`config.mk`:
```
export PLATFORM = sky130hd
export DESIGN_NAME = input_vc_unit
export DESIGN_NICKNAME = d
export VERILOG_FILES = /design/src/rtl/noc_params.sv /design/src/rtl/vc_fifo.sv /design/src/rtl/input_vc_unit.sv
export SDC_FILE = /design/constraint.sdc
export NUM_CORES = 1
export LEC_CHECK = 0
export CORE_UTILIZATION = 52
export CTS_BUF_LIST = sky130_fd_sc_hd__clkbuf_4 sky130_fd_sc_hd__clkbuf_8 sky130_fd_sc_hd__clkbuf_16
export DETAILED_ROUTE_END_ITERATION = 16
export PLACE_DENSITY = 0.71
export SKIP_LAST_GASP = 1
export SLEW_MARGIN = 10
export SYNTH_ARGS = -nofsm -noshare
export SYNTH_HDL_FRONTEND = slang
export SYNTH_SLANG_ARGS = --single-unit
export TNS_END_PERCENT = 10
```
`constraint.sdc`:
```
create_clock -name clk -period 4.1 [get_ports clk]
set_input_delay 0.41 -clock clk [delete_from_list [all_inputs] [get_ports clk]]
set_output_delay 0.41 -clock clk [all_outputs]
set_load 0.03 [all_outputs]
```
`src/rtl/noc_params.sv`:
```
// Shared NoC types: port encoding, flit types and the flit structure
// carried between the router input stage, allocator and crossbar.
package noc_params;

    localparam int PORT_NUM  = 5;
    localparam int PORT_SIZE = $clog2(PORT_NUM);
    localparam int DATA_W    = 16;
    localparam int VC_W      = 2;

    typedef logic [PORT_SIZE-1:0] port_t;

    typedef enum logic [1:0] {
        HEAD     = 2'd0,
        BODY     = 2'd1,
        TAIL     = 2'd2,
        HEADTAIL = 2'd3
    } ftype_t;

    typedef struct packed {
        ftype_t              ftype;
        logic [VC_W-1:0]     vc;
        port_t               out_port;
        logic [DATA_W-1:0]   data;
    } flit_t;

    function automatic logic is_head(input ftype_t t);
        return (t == HEAD) || (t == HEADTAIL);
    endfunction

    function automatic logic is_tail(input ftype_t t);
        return (t == TAIL) || (t == HEADTAIL);
    endfunction

endpackage

```
`src/rtl/vc_fifo.sv`:
```
// Single virtual-channel flit FIFO. A push into a full FIFO is accepted only
// when a pop happens in the same cycle; otherwise it is silently discarded.
module vc_fifo
    import noc_params::*;
#(
    parameter int BUF_DEPTH = 4
) (
    input  logic  clk,
    input  logic  RST,
    input  logic  i_push,
    input  flit_t i_flit,
    input  logic  i_pop,
    output flit_t o_head,
    output logic  o_empty,
    output logic  o_full
);

    localparam int PTR_W = $clog2(BUF_DEPTH);
    localparam int CNT_W = $clog2(BUF_DEPTH + 1);

    flit_t             r_mem [BUF_DEPTH];
    logic [PTR_W-1:0]  r_wr_ptr;
    logic [PTR_W-1:0]  r_rd_ptr;
    logic [CNT_W-1:0]  r_count;

    logic w_do_pop;
    logic w_do_push;

    assign o_empty   = (r_count == '0);
    assign o_full    = (r_count == CNT_W'(BUF_DEPTH));
    assign o_head    = r_mem[r_rd_ptr];
    assign w_do_pop  = i_pop && !o_empty;
    assign w_do_push = i_push && (!o_full || w_do_pop);

    // Pointers wrap naturally because BUF_DEPTH is a power of two.
    always_ff @(posedge clk) begin
        if (RST) begin
            r_wr_ptr <= '0;
            r_rd_ptr <= '0;
            r_count  <= '0;
        end else begin
            if (w_do_push) r_wr_ptr <= r_wr_ptr + 1'b1;
            if (w_do_pop)  r_rd_ptr <= r_rd_ptr + 1'b1;
            r_count <= r_count + CNT_W'(w_do_push) - CNT_W'(w_do_pop);
        end
    end

    always_ff @(posedge clk) begin
        if (w_do_push) r_mem[r_wr_ptr] <= i_flit;
    end

endmodule

```
`src/rtl/input_vc_unit.sv`:
```
// Router input port: per-VC buffering, route latching per packet, switch
// requests toward the allocator and a registered flit/credit output stage.
module input_vc_unit
    import noc_params::*;
#(
    parameter  int VC_NUM    = 2,
    parameter  int BUF_DEPTH = 4,
    localparam int VC_PTR_W  = (VC_NUM <= 1) ? 1 : $clog2(VC_NUM)
) (
    input  logic                       clk,
    input  logic                       RST,
    input  logic                       flit_in_valid,
    input  flit_t                      flit_in,
    output logic                       credit_out_valid,
    output logic [VC_PTR_W-1:0]        credit_out_vc,
    output logic [VC_NUM-1:0]          vc_request,
    output port_t [VC_NUM-1:0]         vc_target_port,
    input  logic [VC_NUM-1:0]          vc_grant,
    output logic                       flit_out_valid,
    output flit_t                      flit_out,
    output logic                       proto_err
);

    localparam logic [0:0] S_IDLE   = 1'b0;
    localparam logic [0:0] S_ACTIVE = 1'b1;

    logic [VC_NUM-1:0]   r_state;
    port_t [VC_NUM-1:0]  r_target;

    logic [VC_NUM-1:0]   w_empty;
    logic [VC_NUM-1:0]   w_full;
    logic [VC_NUM-1:0]   w_push;
    logic [VC_NUM-1:0]   w_pop;
    logic [VC_NUM-1:0]   w_req;
    logic [VC_NUM-1:0]   w_route;
    logic [VC_NUM-1:0]   w_drop_cand;
    flit_t               w_head [VC_NUM];

    logic                w_gnt_any;
    logic [VC_PTR_W-1:0] w_gnt_sel;
    logic                w_drop_any;
    logic [VC_PTR_W-1:0] w_drop_sel;
    logic                w_drop_go;
    logic                w_multi;
    logic                w_vc_ok;
    logic                w_ovf;
    logic                w_wr_err;

    for (genvar v = 0; v < VC_NUM; v++) begin : g_vc
        assign w_push[v]      = flit_in_valid && !RST && (flit_in.vc == VC_W'(v));
        assign w_req[v]       = (r_state[v] == S_ACTIVE) && !w_empty[v];
        assign w_route[v]     = (r_state[v] == S_IDLE) && !w_empty[v] && is_head(w_head[v].ftype);
        assign w_drop_cand[v] = (r_state[v] == S_IDLE) && !w_empty[v] && !is_head(w_head[v].ftype);

        vc_fifo #(.BUF_DEPTH(BUF_DEPTH)) u_fifo (
            .clk     (clk),
            .RST     (RST),
            .i_push  (w_push[v]),
            .i_flit  (flit_in),
            .i_pop   (w_pop[v]),
            .o_head  (w_head[v]),
            .o_empty (w_empty[v]),
            .o_full  (w_full[v])
        );
    end

    assign vc_request     = w_req;
    assign vc_target_port = r_target;

    // Descending scans leave the lowest-index candidate selected.
    always_comb begin
        w_gnt_any  = 1'b0;
        w_gnt_sel  = '0;
        w_drop_any = 1'b0;
        w_drop_sel = '0;
        for (int v = VC_NUM - 1; v >= 0; v--) begin
            if (vc_grant[v] && w_req[v]) begin
                w_gnt_any = 1'b1;
                w_gnt_sel = VC_PTR_W'(v);
            end
            if (w_drop_cand[v]) begin
                w_drop_any = 1'b1;
                w_drop_sel = VC_PTR_W'(v);
            end
        end
    end

    // One credit per cycle: a switch pop wins, stray body flits wait.
    always_comb begin
        w_drop_go = w_drop_any && !w_gnt_any;
        w_pop     = '0;
        if (w_gnt_any)      w_pop[w_gnt_sel]  = 1'b1;
        else if (w_drop_go) w_pop[w_drop_sel] = 1'b1;
    end

    always_comb begin
        w_vc_ok = 1'b0;
        w_ovf   = 1'b0;
        for (int v = 0; v < VC_NUM; v++) begin
            if (flit_in.vc == VC_W'(v)) begin
                w_vc_ok = 1'b1;
                if (w_full[v] && !w_pop[v]) w_ovf = 1'b1;
            end
        end
        w_wr_err = flit_in_valid && (w_ovf || !w_vc_ok);
        w_multi  = ($countones(vc_grant) > 1);
    end

    always_ff @(posedge clk) begin
        if (RST) begin
            r_state          <= '0;
            r_target         <= '0;
            flit_out_valid   <= 1'b0;
            flit_out         <= '0;
            credit_out_valid <= 1'b0;
            credit_out_vc    <= '0;
            proto_err        <= 1'b0;
        end else begin
            flit_out_valid   <= w_gnt_any;
            credit_out_valid <= w_gnt_any || w_drop_go;
            proto_err        <= proto_err || w_multi || w_wr_err || w_drop_go;
            if (w_gnt_any) begin
                flit_out      <= w_head[w_gnt_sel];
                credit_out_vc <= w_gnt_sel;
            end else if (w_drop_go) begin
                credit_out_vc <= w_drop_sel;
            end
            for (int v = 0; v < VC_NUM; v++) begin
                if (w_route[v]) begin
                    r_state[v]  <= S_ACTIVE;
                    r_target[v] <= w_head[v].out_port;
                end else if (w_gnt_any && (w_gnt_sel == VC_PTR_W'(v)) && is_tail(w_head[v].ftype)) begin
                    r_state[v]  <= S_IDLE;
                end
            end
        end
    end

endmodule

```
==> results of run 1 <==
## cell usage in the layout, fill, tap and decap left out, types with 3 or more instances in the layout
cell and count:
sky130_fd_sc_hd__a21oi_1 8, sky130_fd_sc_hd__a311oi_1 23, sky130_fd_sc_hd__and2_1 8, sky130_fd_sc_hd__buf_4 19, sky130_fd_sc_hd__clkbuf_16 25, sky130_fd_sc_hd__clkbuf_4 5, sky130_fd_sc_hd__clkdlybuf4s50_1 61, sky130_fd_sc_hd__clkinv_1 3
sky130_fd_sc_hd__clkinv_2 7, sky130_fd_sc_hd__dfxtp_1 53, sky130_fd_sc_hd__edfxtp_1 184, sky130_fd_sc_hd__ha_1 16, sky130_fd_sc_hd__inv_1 16, sky130_fd_sc_hd__mux2i_1 6, sky130_fd_sc_hd__mux4_2 46, sky130_fd_sc_hd__nand2_1 50
sky130_fd_sc_hd__nor2_1 41, sky130_fd_sc_hd__nor2b_1 7, sky130_fd_sc_hd__nor3b_1 5, sky130_fd_sc_hd__o21ai_0 4, sky130_fd_sc_hd__xnor2_1 5
## sequential cells by signal, indices dropped and copies added (netlist names), named ones only
name                  count
credit_out_valid          1
credit_out_vc             1
flit_out                 23
flit_out_valid            1
g_vc.u_fifo.r_count       6
g_vc.u_fifo.r_mem       184
g_vc.u_fifo.r_rd_ptr      4
g_vc.u_fifo.r_wr_ptr      4
proto_err                 1
r_state                   2
vc_target_port            6
## stage by stage
stage | utilization, % | power (mW) | hold WS [ns] | worst slack [ns]
after floorplan | - | 3.960 | 0.4529 | 0.9019
after global placement | 58.52 | 4.379 | 0.4722 | 0.7525
after detailed placement | 58.52 | 4.412 | 0.4786 | 0.6696
after CTS | 63.12 | 6.568 | 0.4787 | 0.6478
after global routing | 63.12 | 6.794 | 0.5068 | 0.4356
final | 63.12 | 6.507 | 0.4840 | 0.6502
## metal layers
layer | share of wire, % | up-vias | GRT usage, % | routed length [µm]
met3 | 6.5 | 25 | 3.491 | 1168
met5 | 0 | - | 0 | 0
met2 | 51 | 181 | 34.22 | 9138
met1 | 42 | 2561 | 29.31 | 7514
met4 | 1.4 | 0 | 5.493 | 261
li1 | - | 2200 | - | -
## logic make-up (layout without fill, tap and decap cells)
logic type               after synthesis  after routing
AND/OR/NAND/NOR                      123            123
flip-flops                           237            237
buffers and inverters                 43            141
multiplexers                          54             54
AO/OA/AOI/OAI                         48             48
XOR/XNOR                               6              6
adder cells (fa/ha/maj)               18             18
## worst max-delay path, delay by kind of cell (launching register included)
kind / cells / cell delay [ns]
simple gates: 3 / 0.55
buf+inv: 1 / 0.04
mux: 1 / 0.43
fa+ha+maj: 4 / 1.19
compound gates: 1 / 0.31
xor+xnor: 1 / 0.16
flops: 1 / 0.63
## final cells by class
cell class	count	area, µm²	area share (%)
Clock buffer	31	676.9	6.222
Clock inverter	13	115.1	1.058
Inverter	16	60.06	0.5520
Multi-Input combinational cell	249	2401	22.07
Sequential cell	237	6586	60.54
Tap cell	225	281.5	2.588
Timing Repair Buffer	81	758.2	6.970
## worst paths after layout
path                                             end                       from  depth (start not counted)
min reg2reg                flit_out[15]$_SDFFE_PP0P_  flit_out[15]$_SDFFE_PP0P_                          2
max reg2reg     g_vc[1].u_fifo.r_count[2]$_SDFF_PP0_                  flip-flop                         11
max             g_vc[1].u_fifo.r_count[2]$_SDFF_PP0_                  flip-flop                         11
min          g_vc[0].u_fifo.r_wr_ptr[1]$_SDFFE_PP0P_                        RST                          5
## power by group
group / total [mW] / switching [mW] / internal [mW]
combinational: 1.47 / 0.777 / 0.689
clock: 2.15 / 0.863 / 1.29
sequential: 2.89 / 0.139 / 2.75
total: 6.51 / 1.78 / 4.73
==> summary.txt, run 1 <==
outcome - complete, no violations
Placed Cells incl. Taps - 808
Crit-path slowest cell - sky130_fd_sc_hd__dfxtp_1
total via count in the routed design - 4967
antenna-violating nets left - 0
DRC marker count from the first detailed-route iteration - 312
Avg Vias per Cell - 5.830
Post-Syn Area per Cell - 17.34 µm²
Filler Cells Inserted - 1182
EDFF count, synth - 184
die area - 18180 µm²
global-route wire length before repair - 28420 µm
share of layout cells above drive strength 1 - 18.50%
nets in the synthesized netlist - 575
vertical extent of the die - 134.8 µm
CP Data Arrival Time - 3.81 ns
leading post-synthesis cells by cell area - sky130_fd_sc_hd__edfxtp_1 60%, sky130_fd_sc_hd__dfxtp_1 12%, sky130_fd_sc_hd__mux4_2 11%, sky130_fd_sc_hd__a311oi_1 2.2%, sky130_fd_sc_hd__ha_1 2.2%
setup repair after global routing missed its margin - false
number of antenna violations at the first check in global routing - 0
top-area cell type share of the netlist area - 60.24%
Post-CTS Setup Repair Bufs - 0
H-Tree Level Count - 1
Critical Path Fanout Max - 9
clock root buffer master - sky130_fd_sc_hd__clkbuf_16
clock period minus final worst setup slack - 3.450 ns
multiplexer fraction of the synthesized cell area - 12.19%
largest family of logic cells by synthesized area - multiplexers
reg-to-reg setup timing slack - 0.65 ns
share of flip-flops with an asynchronous set or reset - 0%
non-filler instance count after layout - 852
highest attainable clock frequency - 0.2899 GHz
Most Frequent Cell on Critical Path - sky130_fd_sc_hd__ha_1
Synth Area in XOR/XNOR - 0.5729%
static leakage power - 3.529 nW
biggest cell delay along the critical path - 0.63 ns
Critical Path Sink Type - flip-flop
warning count from the yosys run - 0
CP Data Required Time - 4.46 ns
wirelength, routed - 18080 µm
HPWL reported at the end of detailed placement - 10540 µm
post-route clock skew - 0.01058 ns
IO Pins - 63
Inserted Clock Buffers - 24
TritonCTS clock tree - built
total global routing overflow - 0
Sinks on Clock Net - 237
Setup violations, final - 0
Tot GR Track Use - 20.89%
Area growth, synth to finish - 18.61%
vias in the first global route - 5156
number of antenna diodes - 0
count of state elements after synthesis - 237
final worst path period share - 84.14%
post-cts gate resize count - 0
Startpoint Class - flip-flop
post-CTS clock slew at the launch and capture registers of the worst setup and hold paths - 0.06 ns
clock network latency to the later pin of the worst-skew pair - 0.51 ns
buffers from clock root to sink, at most - 3
area fraction in compound gates after synthesis - 4.488%
CORE AREA - 17240 µm²
most instantiated flip-flop cell in the synthesis netlist - sky130_fd_sc_hd__edfxtp_1
post-synthesis cell type count - 41
Max-Slew Margin vs Limit - 40.28%
transition time at the pin with the least slew margin - 0.8939 ns
Placed Instance Area - 10090 µm²
DRT Pass-1 Iters - 5
type of the tightest min-delay check - input pin to flip-flop
standard-cell row count - 48
ordered list of cells on the worst path - mux4_2 -> ha_1 -> or3_4 -> a21oi_1 -> nor2_1 -> ha_1 -> inv_1 -> ha_1 -> fa_1 -> xnor2_1 -> nor2_1
Mapped Cells - 529
area of all placed cells without fillers - 10880 µm²
quantity of I/O buffers inserted on ports - 62
sequential area share after synthesis - 71.80%
final estimated routing congestion in global placement - 0.7680
CTS Hold Buffers Added - 0
Setup TNS Final - 0 ns
peak supply drop - 0.0004549 V
fraction of the mapped netlist area in adder cells - 2.619%
Worst Setup Path Type - flip-flop to flip-flop
mapped cell area - 9173 µm²
list of most frequent post-synthesis cells - 184 x sky130_fd_sc_hd__edfxtp_1, 53 x sky130_fd_sc_hd__dfxtp_1, 50 x sky130_fd_sc_hd__nand2_1
leading area contributor after synthesis - sky130_fd_sc_hd__edfxtp_1
pins over their slew limit - 0
net total in the final layout - 655
drc violations - 0
Power Dens Cells - 598.1 nW/µm²
die width - 134.8 µm
count of maximum capacitance violations - 0
count leader, synth - sky130_fd_sc_hd__edfxtp_1
maximum number of pins on one net before global-route repair - 54
initial core utilization - 53.22%
Hold Violations, Final - 0
fraction of the mapped netlist area in simple logic gates - 6.302%
average detailed-routed wire length per instance - 21.23 µm
Note: power is estimated with default switching activity, not from simulation.
==> run 2, diff against run 1 <==
--- a/config.mk
+++ b/config.mk
@@ -8,7 +8,7 @@
 export CORE_UTILIZATION = 52
 export CTS_BUF_LIST = sky130_fd_sc_hd__clkbuf_4 sky130_fd_sc_hd__clkbuf_8 sky130_fd_sc_hd__clkbuf_16
 export DETAILED_ROUTE_END_ITERATION = 16
-export PLACE_DENSITY = 0.71
+export PLACE_DENSITY = 0.74
 export SKIP_LAST_GASP = 1
 export SLEW_MARGIN = 10
 export SYNTH_ARGS = -nofsm -noshare
==> constraint.sdc (replaced) <==
create_clock -name clk -period 2.8 [get_ports clk]
set_input_delay 0.28 -clock clk [delete_from_list [all_inputs] [get_ports clk]]
set_output_delay 0.28 -clock clk [all_outputs]
set_load 0.03 [all_outputs]
==> summary.txt, run 2 (synthesis results as in run 1) <==
utilization after layout - 66.54% (+3.4 points)
Critical Path Sink Type - flip-flop
final worst path period share - 104.5% (+20 points)
minimum hold slack - 0.1863 ns (-0.2977 ns)
non-filler instance count after layout - 888 (+4.2%)
met3 layer wire length in the routed design - 1220 µm (+4.5%)
Hold Violations, Final - 0 (unchanged)
buffers from clock root to sink, at most - 3 (unchanged)
count of maximum capacitance violations - 0 (unchanged)
Final Power - 10.39 mW (+60%)
highest attainable clock frequency - 0.3418 GHz (+18%)
top library cells by usage in the layout, fill and taps aside - 184 x sky130_fd_sc_hd__edfxtp_1, 61 x sky130_fd_sc_hd__clkdlybuf4s50_1, 51 x sky130_fd_sc_hd__dfxtp_1
registers with the most flip-flops - g_vc.u_fifo.r_mem x184, flit_out x23
drc violations - 0 (unchanged)
met2 wire length - 9946 µm (+8.8%)
die area - 18180 µm² (unchanged)
DRC marker count from the first detailed-route iteration - 354 (+13%)
maximum number of pins on one net before global-route repair - 34 (-37%)
pins over their slew limit - 0 (unchanged)
quantity of I/O buffers inserted on ports - 62 (unchanged)
vias in the first global route - 5362 (+4.0%)
number of antenna violations at the first check in global routing - 0 (unchanged)
outcome - complete, but fails checks
post-route clock skew - 0.01547 ns (+0.004887 ns)
Worst Setup Path Type - flip-flop to flip-flop
average detailed-routed wire length per instance - 21.92 µm (+3.3%)
clock root buffer master - sky130_fd_sc_hd__clkbuf_16
HPWL reported at the end of detailed placement - 11760 µm (+11%)
standard-cell row count - 48 (unchanged)
setup repair after global routing missed its margin - true
number of antenna diodes - 0 (unchanged)
transition time at the pin with the least slew margin - 0.5322 ns (-0.3617 ns)
Power Dens Cells - 905.5 nW/µm² (+51%)
die width - 134.8 µm (unchanged)
Area growth, synth to finish - 25.04%
total global routing overflow - 0 (unchanged)
Tot GR Track Use - 21.60% (+0.72 points)
wirelength, routed - 19460 µm (+7.6%)
share of layout cells above drive strength 1 - 26.24% (+7.7 points)
Avg Vias per Cell - 5.755 (-1.3%)
vertical extent of the die - 134.8 µm (unchanged)
Max-Slew Margin vs Limit - 64.44% (+24 points)
Startpoint Class - flip-flop
Placed Cells incl. Taps - 834 (+3.2%)
post-CTS clock slew at the launch and capture registers of the worst setup and hold paths - 0.06 ns (about the same)
CTS Hold Buffers Added - 0 (unchanged)
failing checks - negative setup slack
initial core utilization - 53.22% (unchanged)
clock period minus final worst setup slack - 2.925 ns (-0.5244 ns)
static leakage power - 3.794 nW (+7.5%)
Post-Place Setup Slack - -0.2273 ns (-0.8968 ns)
Sinks on Clock Net - 237 (unchanged)
register bank with the most flops - g_vc.u_fifo.r_mem
total via count in the routed design - 5110 (+2.9%)
CP Data Arrival Time - 3.32 ns (-0.49 ns)
IO Pins - 63 (unchanged)
net total in the final layout - 690 (+5.3%)
Setup violations, final - 4 (+4)
antenna-violating nets left - 0 (unchanged)
clock network latency to the later pin of the worst-skew pair - 0.52 ns (about the same)
Top Metal Used - met4
routed metal-1 wirelength - 7921 µm (+5.4%)
Critical Path Fanout Max - 3 (-6)
Inserted Clock Buffers - 25 (+4.2%)
CP Data Required Time - 3.19 ns (-1.27 ns)
global-route wire length before repair - 29020 µm (+2.1%)
max FFs per register - 184 (unchanged)
H-Tree Level Count - 1 (unchanged)
final estimated routing congestion in global placement - 0.8301 (+8.1%)
CORE AREA - 17240 µm² (unchanged)
most common library cell in the layout ignoring fill and taps - sky130_fd_sc_hd__edfxtp_1
peak supply drop - 0.0006345 V (+40%)
type of the tightest min-delay check - input pin to flip-flop
TritonCTS clock tree - built
DRT Pass-1 Iters - 5 (unchanged)
worst-case setup margin in the final layout - -0.1254 ns (-0.7756 ns)
-- run 2: final cells by class --
cell class	count	area, µm²
Timing Repair Buffer	115	1139
Clock inverter	7	163.9
Fill cell	1096	5767
Inverter	16	60.06
Sequential cell	237	6594
Multi-Input combinational cell	249	2482
Clock buffer	39	749.5
Tap cell	225	281.5
-- run 2: path summary, 6_finish.rpt --
kind                                           startpoint                                    to  slack, ns  cells past startpoint
worst min register to register  flit_out[22]$_SDFFE_PP0P_             flit_out[22]$_SDFFE_PP0P_       0.49                      2
worst max register to register                  flip-flop  g_vc[1].u_fifo.r_count[1]$_SDFF_PP0_      -0.13                     11
worst max-delay path                            flip-flop  g_vc[1].u_fifo.r_count[1]$_SDFF_PP0_      -0.13                     11
worst min-delay path                                  RST  g_vc[1].u_fifo.r_count[1]$_SDFF_PP0_       0.19                      2
-- run 2: metal layers --
metal  global-route usage [%]  up-vias
li1                         -     2274
met1                    28.06     2610
met2                    36.88      186
met3                    3.491       40
met4                    7.990        0
met5                        0        -
-- run 2: report_power, final --
group	internal (mW)	switching (mW)	total (mW)
Sequential	4.03	0.192	4.22
Combinational	1.28	1.31	2.60
Clock	2.30	1.27	3.57
-- run 2: metrics by stage --
step                TNS, ns  area, µm²
finish              -0.2703      11470
global route         -10.19      11470
CTS                  -4.421      11390
detailed placement   -20.91      10430
global placement     -10.20      10430
floorplan            -15.19       9226
-- run 2: worst max-delay path, stage by stage, from the launching register on --
cell	delay, ns
sky130_fd_sc_hd__dfxtp_4	0.36
sky130_fd_sc_hd__mux4_2	0.52
sky130_fd_sc_hd__inv_2	0.09
sky130_fd_sc_hd__ha_4	0.21
sky130_fd_sc_hd__or3_4	0.37
sky130_fd_sc_hd__a21oi_4	0.15
sky130_fd_sc_hd__nor2_1	0.06
sky130_fd_sc_hd__ha_1	0.26
sky130_fd_sc_hd__inv_1	0.06
sky130_fd_sc_hd__ha_2	0.17
sky130_fd_sc_hd__fa_2	0.42
sky130_fd_sc_hd__nor2b_1	0.13
-- run 2: what timing repair did --
item	CTS	global route
endpoints found under the setup margin	188	189
gates cloned	0	1
pin swaps	6	5
resized for setup	6	8
buffers inserted	4	3
==> run 3, diff against run 2 <==
--- a/config.mk
+++ b/config.mk
@@ -5,10 +5,10 @@
 export SDC_FILE = /design/constraint.sdc
 export NUM_CORES = 1
 export LEC_CHECK = 0
-export CORE_UTILIZATION = 52
+export CORE_UTILIZATION = 30
 export CTS_BUF_LIST = sky130_fd_sc_hd__clkbuf_4 sky130_fd_sc_hd__clkbuf_8 sky130_fd_sc_hd__clkbuf_16
 export DETAILED_ROUTE_END_ITERATION = 16
-export PLACE_DENSITY = 0.74
+export PLACE_DENSITY = 0.47
 export SKIP_LAST_GASP = 1
 export SLEW_MARGIN = 10
 export SYNTH_ARGS = -nofsm -noshare
==> constraint.sdc (replaced) <==
create_clock -name clk -period 2.8 [get_ports clk]
set_input_delay 0.28 -clock clk [delete_from_list [all_inputs] [get_ports clk]]
set_output_delay 0.28 -clock clk [all_outputs]
set_load 0.01 [all_outputs]
==> summary.txt, run 3 (synthesis results as in run 1) <==
outcome - complete, but fails checks
failing checks - negative setup slack
top library cells by usage in the layout, fill and taps aside - 184 x sky130_fd_sc_hd__edfxtp_1, 61 x sky130_fd_sc_hd__clkdlybuf4s50_1, 51 x sky130_fd_sc_hd__dfxtp_1
HPWL reported at the end of detailed placement - 12730 µm (+8.3%)
DRC marker count from the first detailed-route iteration - 310 (-12%)
registers with the most flip-flops - g_vc.u_fifo.r_mem x184, flit_out x23
IO Pins - 63 (unchanged)
net total in the final layout - 691 (+0.14%)
family with the most delay on the worst path - adder cells
pins over their slew limit - 0 (unchanged)
Power Dens Cells - 846.9 nW/µm² (-6.5%)
vertical extent of the die - 176.9 µm (+31%)
CORE AREA - 29870 µm² (+73%)
max FFs per register - 184 (unchanged)
peak supply drop - 0.0004279 V (-33%)
global-route wire length before repair - 31640 µm (+9.0%)
number of antenna diodes - 0 (unchanged)
H-Tree Level Count - 1 (unchanged)
biggest cell delay along the critical path - 0.51 ns (about the same)
die width - 176.9 µm (+31%)
clock period minus final worst setup slack - 2.915 ns (-0.01018 ns)
final estimated routing congestion in global placement - 0.7756 (-6.6%)
vias in the first global route - 5172 (-3.5%)
register bank with the most flops - g_vc.u_fifo.r_mem
Avg Vias per Cell - 4.720 (-18%)
highest attainable clock frequency - 0.3430 GHz (+0.35%)
Crit-path slowest cell - sky130_fd_sc_hd__mux4_2
Post-Place Setup Slack - -0.1390 ns (+0.08831 ns)
post-CTS clock slew at the launch and capture registers of the worst setup and hold paths - 0.06 ns (about the same)
average detailed-routed wire length per instance - 20.11 µm (-8.2%)
number of antenna violations at the first check in global routing - 1 (+1)
Inserted Clock Buffers - 25 (unchanged)
Final Power - 9.833 mW (-5.3%)
share of layout cells above drive strength 1 - 25.83% (-0.41 points)
total global routing overflow - 0 (unchanged)
Setup violations, final - 3 (-1)
setup repair after global routing missed its margin - true
standard-cell row count - 63 (+31%)
count of buffer and inverter cells on the critical path - 2 (unchanged)
drc violations - 0 (unchanged)
Critical Path Sink Type - flip-flop
buffers from clock root to sink, at most - 3 (unchanged)
TritonCTS clock tree - built
post-route clock skew - 0.01824 ns (+0.002768 ns)
worst-case setup margin in the final layout - -0.1152 ns (+0.01019 ns)
maximum number of pins on one net before global-route repair - 50 (+47%)
Startpoint Class - flip-flop
clock root buffer master - sky130_fd_sc_hd__clkbuf_16
quantity of I/O buffers inserted on ports - 62 (unchanged)
Sinks on Clock Net - 237 (unchanged)
CP Data Required Time - 3.19 ns (about the same)
total via count in the routed design - 4965 (-2.8%)
Filler Cells Inserted - 2686 (+150%)
CP Data Arrival Time - 3.30 ns (-0.02 ns)
clock network latency to the later pin of the worst-skew pair - 0.52 ns (about the same)
transition time at the pin with the least slew margin - 0.6508 ns (+0.1186 ns)
antenna-violating nets left - 0 (unchanged)
Tot GR Track Use - 13.71% (-7.9 points)
Hold Violations, Final - 0 (unchanged)
minimum hold slack - 0.3014 ns (+0.1150 ns)
Levels on crit path - 11 (unchanged)
die area - 31280 µm² (+72%)
type of the tightest min-delay check - input pin to flip-flop
depth of the worst register-to-register path - 11 (unchanged)
Worst Setup Path Type - flip-flop to flip-flop
most common library cell in the layout ignoring fill and taps - sky130_fd_sc_hd__edfxtp_1
final worst path period share - 104.1% (-0.36 points)
initial core utilization - 30.70% (-23 points)
DRT Pass-1 Iters - 4 (-1)
wirelength, routed - 21160 µm (+8.7%)
Area growth, synth to finish - 26.59%
ordered list of cells on the worst path - mux4_2 -> inv_2 -> ha_4 -> or3_4 -> a21oi_4 -> nor2_2 -> ha_1 -> inv_1 -> ha_2 -> fa_2 -> nor2b_1
number of instances on the worst hold path - 3 (+1)
Max-Slew Margin vs Limit - 56.61% (-7.8 points)
static leakage power - 3.754 nW (-1.0%)
Critical Path Fanout Max - 4 (+1)
count of maximum capacitance violations - 0 (unchanged)
## run 3: where the power goes
part | switching [mW] | internal [mW]
logic | 1.10 | 1.29
registers | 0.188 | 4.03
clock network | 1.29 | 1.93
total | 2.58 | 7.25
## run 3: repair_timing
action	in CTS	in global routing
gates resized for setup	5	11
gates cloned	1	1
endpoints found under the setup margin	188	180
setup buffers	2	3
hold buffers	0	0
pin swaps	0	6
## run 3: through the flow
step	setup TNS, ns	cells	util (%)	cell area, µm²
2_1_floorplan	-15.19	529	-	9226
3_3_place_gp	-4.464	1001	35.70	10670
3_5_place_dp	-13.30	1001	35.70	10670
4_1_cts	-6.113	1048	38.56	11520
5_1_grt	-1.313	1052	38.87	11610
6_report	-0.2187	1052	38.87	11610
## run 3: final timing paths
kind | start | slack, ns | end
setup reg to reg | flip-flop | -0.12 | g_vc[1].u_fifo.r_count[1]$_SDFF_PP0_
hold reg to reg | flit_out[7]$_SDFFE_PP0P_ | 0.48 | flit_out[7]$_SDFFE_PP0P_
setup / recovery | flip-flop | -0.12 | g_vc[1].u_fifo.r_count[1]$_SDFF_PP0_
hold / removal | RST | 0.30 | vc_target_port[2]$_SDFFE_PP0P_
## run 3: cell type report
cell class | count | area, µm² | area share (%)
clock buffers | 34 | 699.4 | 6.024
clock inverters | 10 | 106.4 | 0.9160
inverters | 16 | 60.06 | 0.5172
multi-input cells | 249 | 2477 | 21.34
flip-flops and latches | 237 | 6594 | 56.79
well taps | 390 | 488.0 | 4.203
repair buffers | 116 | 1186 | 10.22
## run 3: layer usage
metal | GRT usage, % | wire length, µm | up-vias | share of wire (%)
li1 | - | - | 2279 | -
met5 | 0 | 17 | - | 0.080
met4 | 2.945 | 318 | 2 | 1.5
met2 | 23.59 | 10540 | 98 | 50
met3 | 2.320 | 908 | 29 | 4.3
met1 | 18.08 | 9375 | 2557 | 44
## run 3: worst register-to-register path, cell delays in order, from the launching register on
cell	delay (ns)
sky130_fd_sc_hd__dfxtp_4	0.37
sky130_fd_sc_hd__mux4_2	0.51
sky130_fd_sc_hd__inv_2	0.09
sky130_fd_sc_hd__ha_4	0.21
sky130_fd_sc_hd__or3_4	0.37
sky130_fd_sc_hd__a21oi_4	0.16
sky130_fd_sc_hd__nor2_2	0.05
sky130_fd_sc_hd__ha_1	0.26
sky130_fd_sc_hd__inv_1	0.06
sky130_fd_sc_hd__ha_2	0.17
sky130_fd_sc_hd__fa_2	0.41
sky130_fd_sc_hd__nor2b_1	0.13
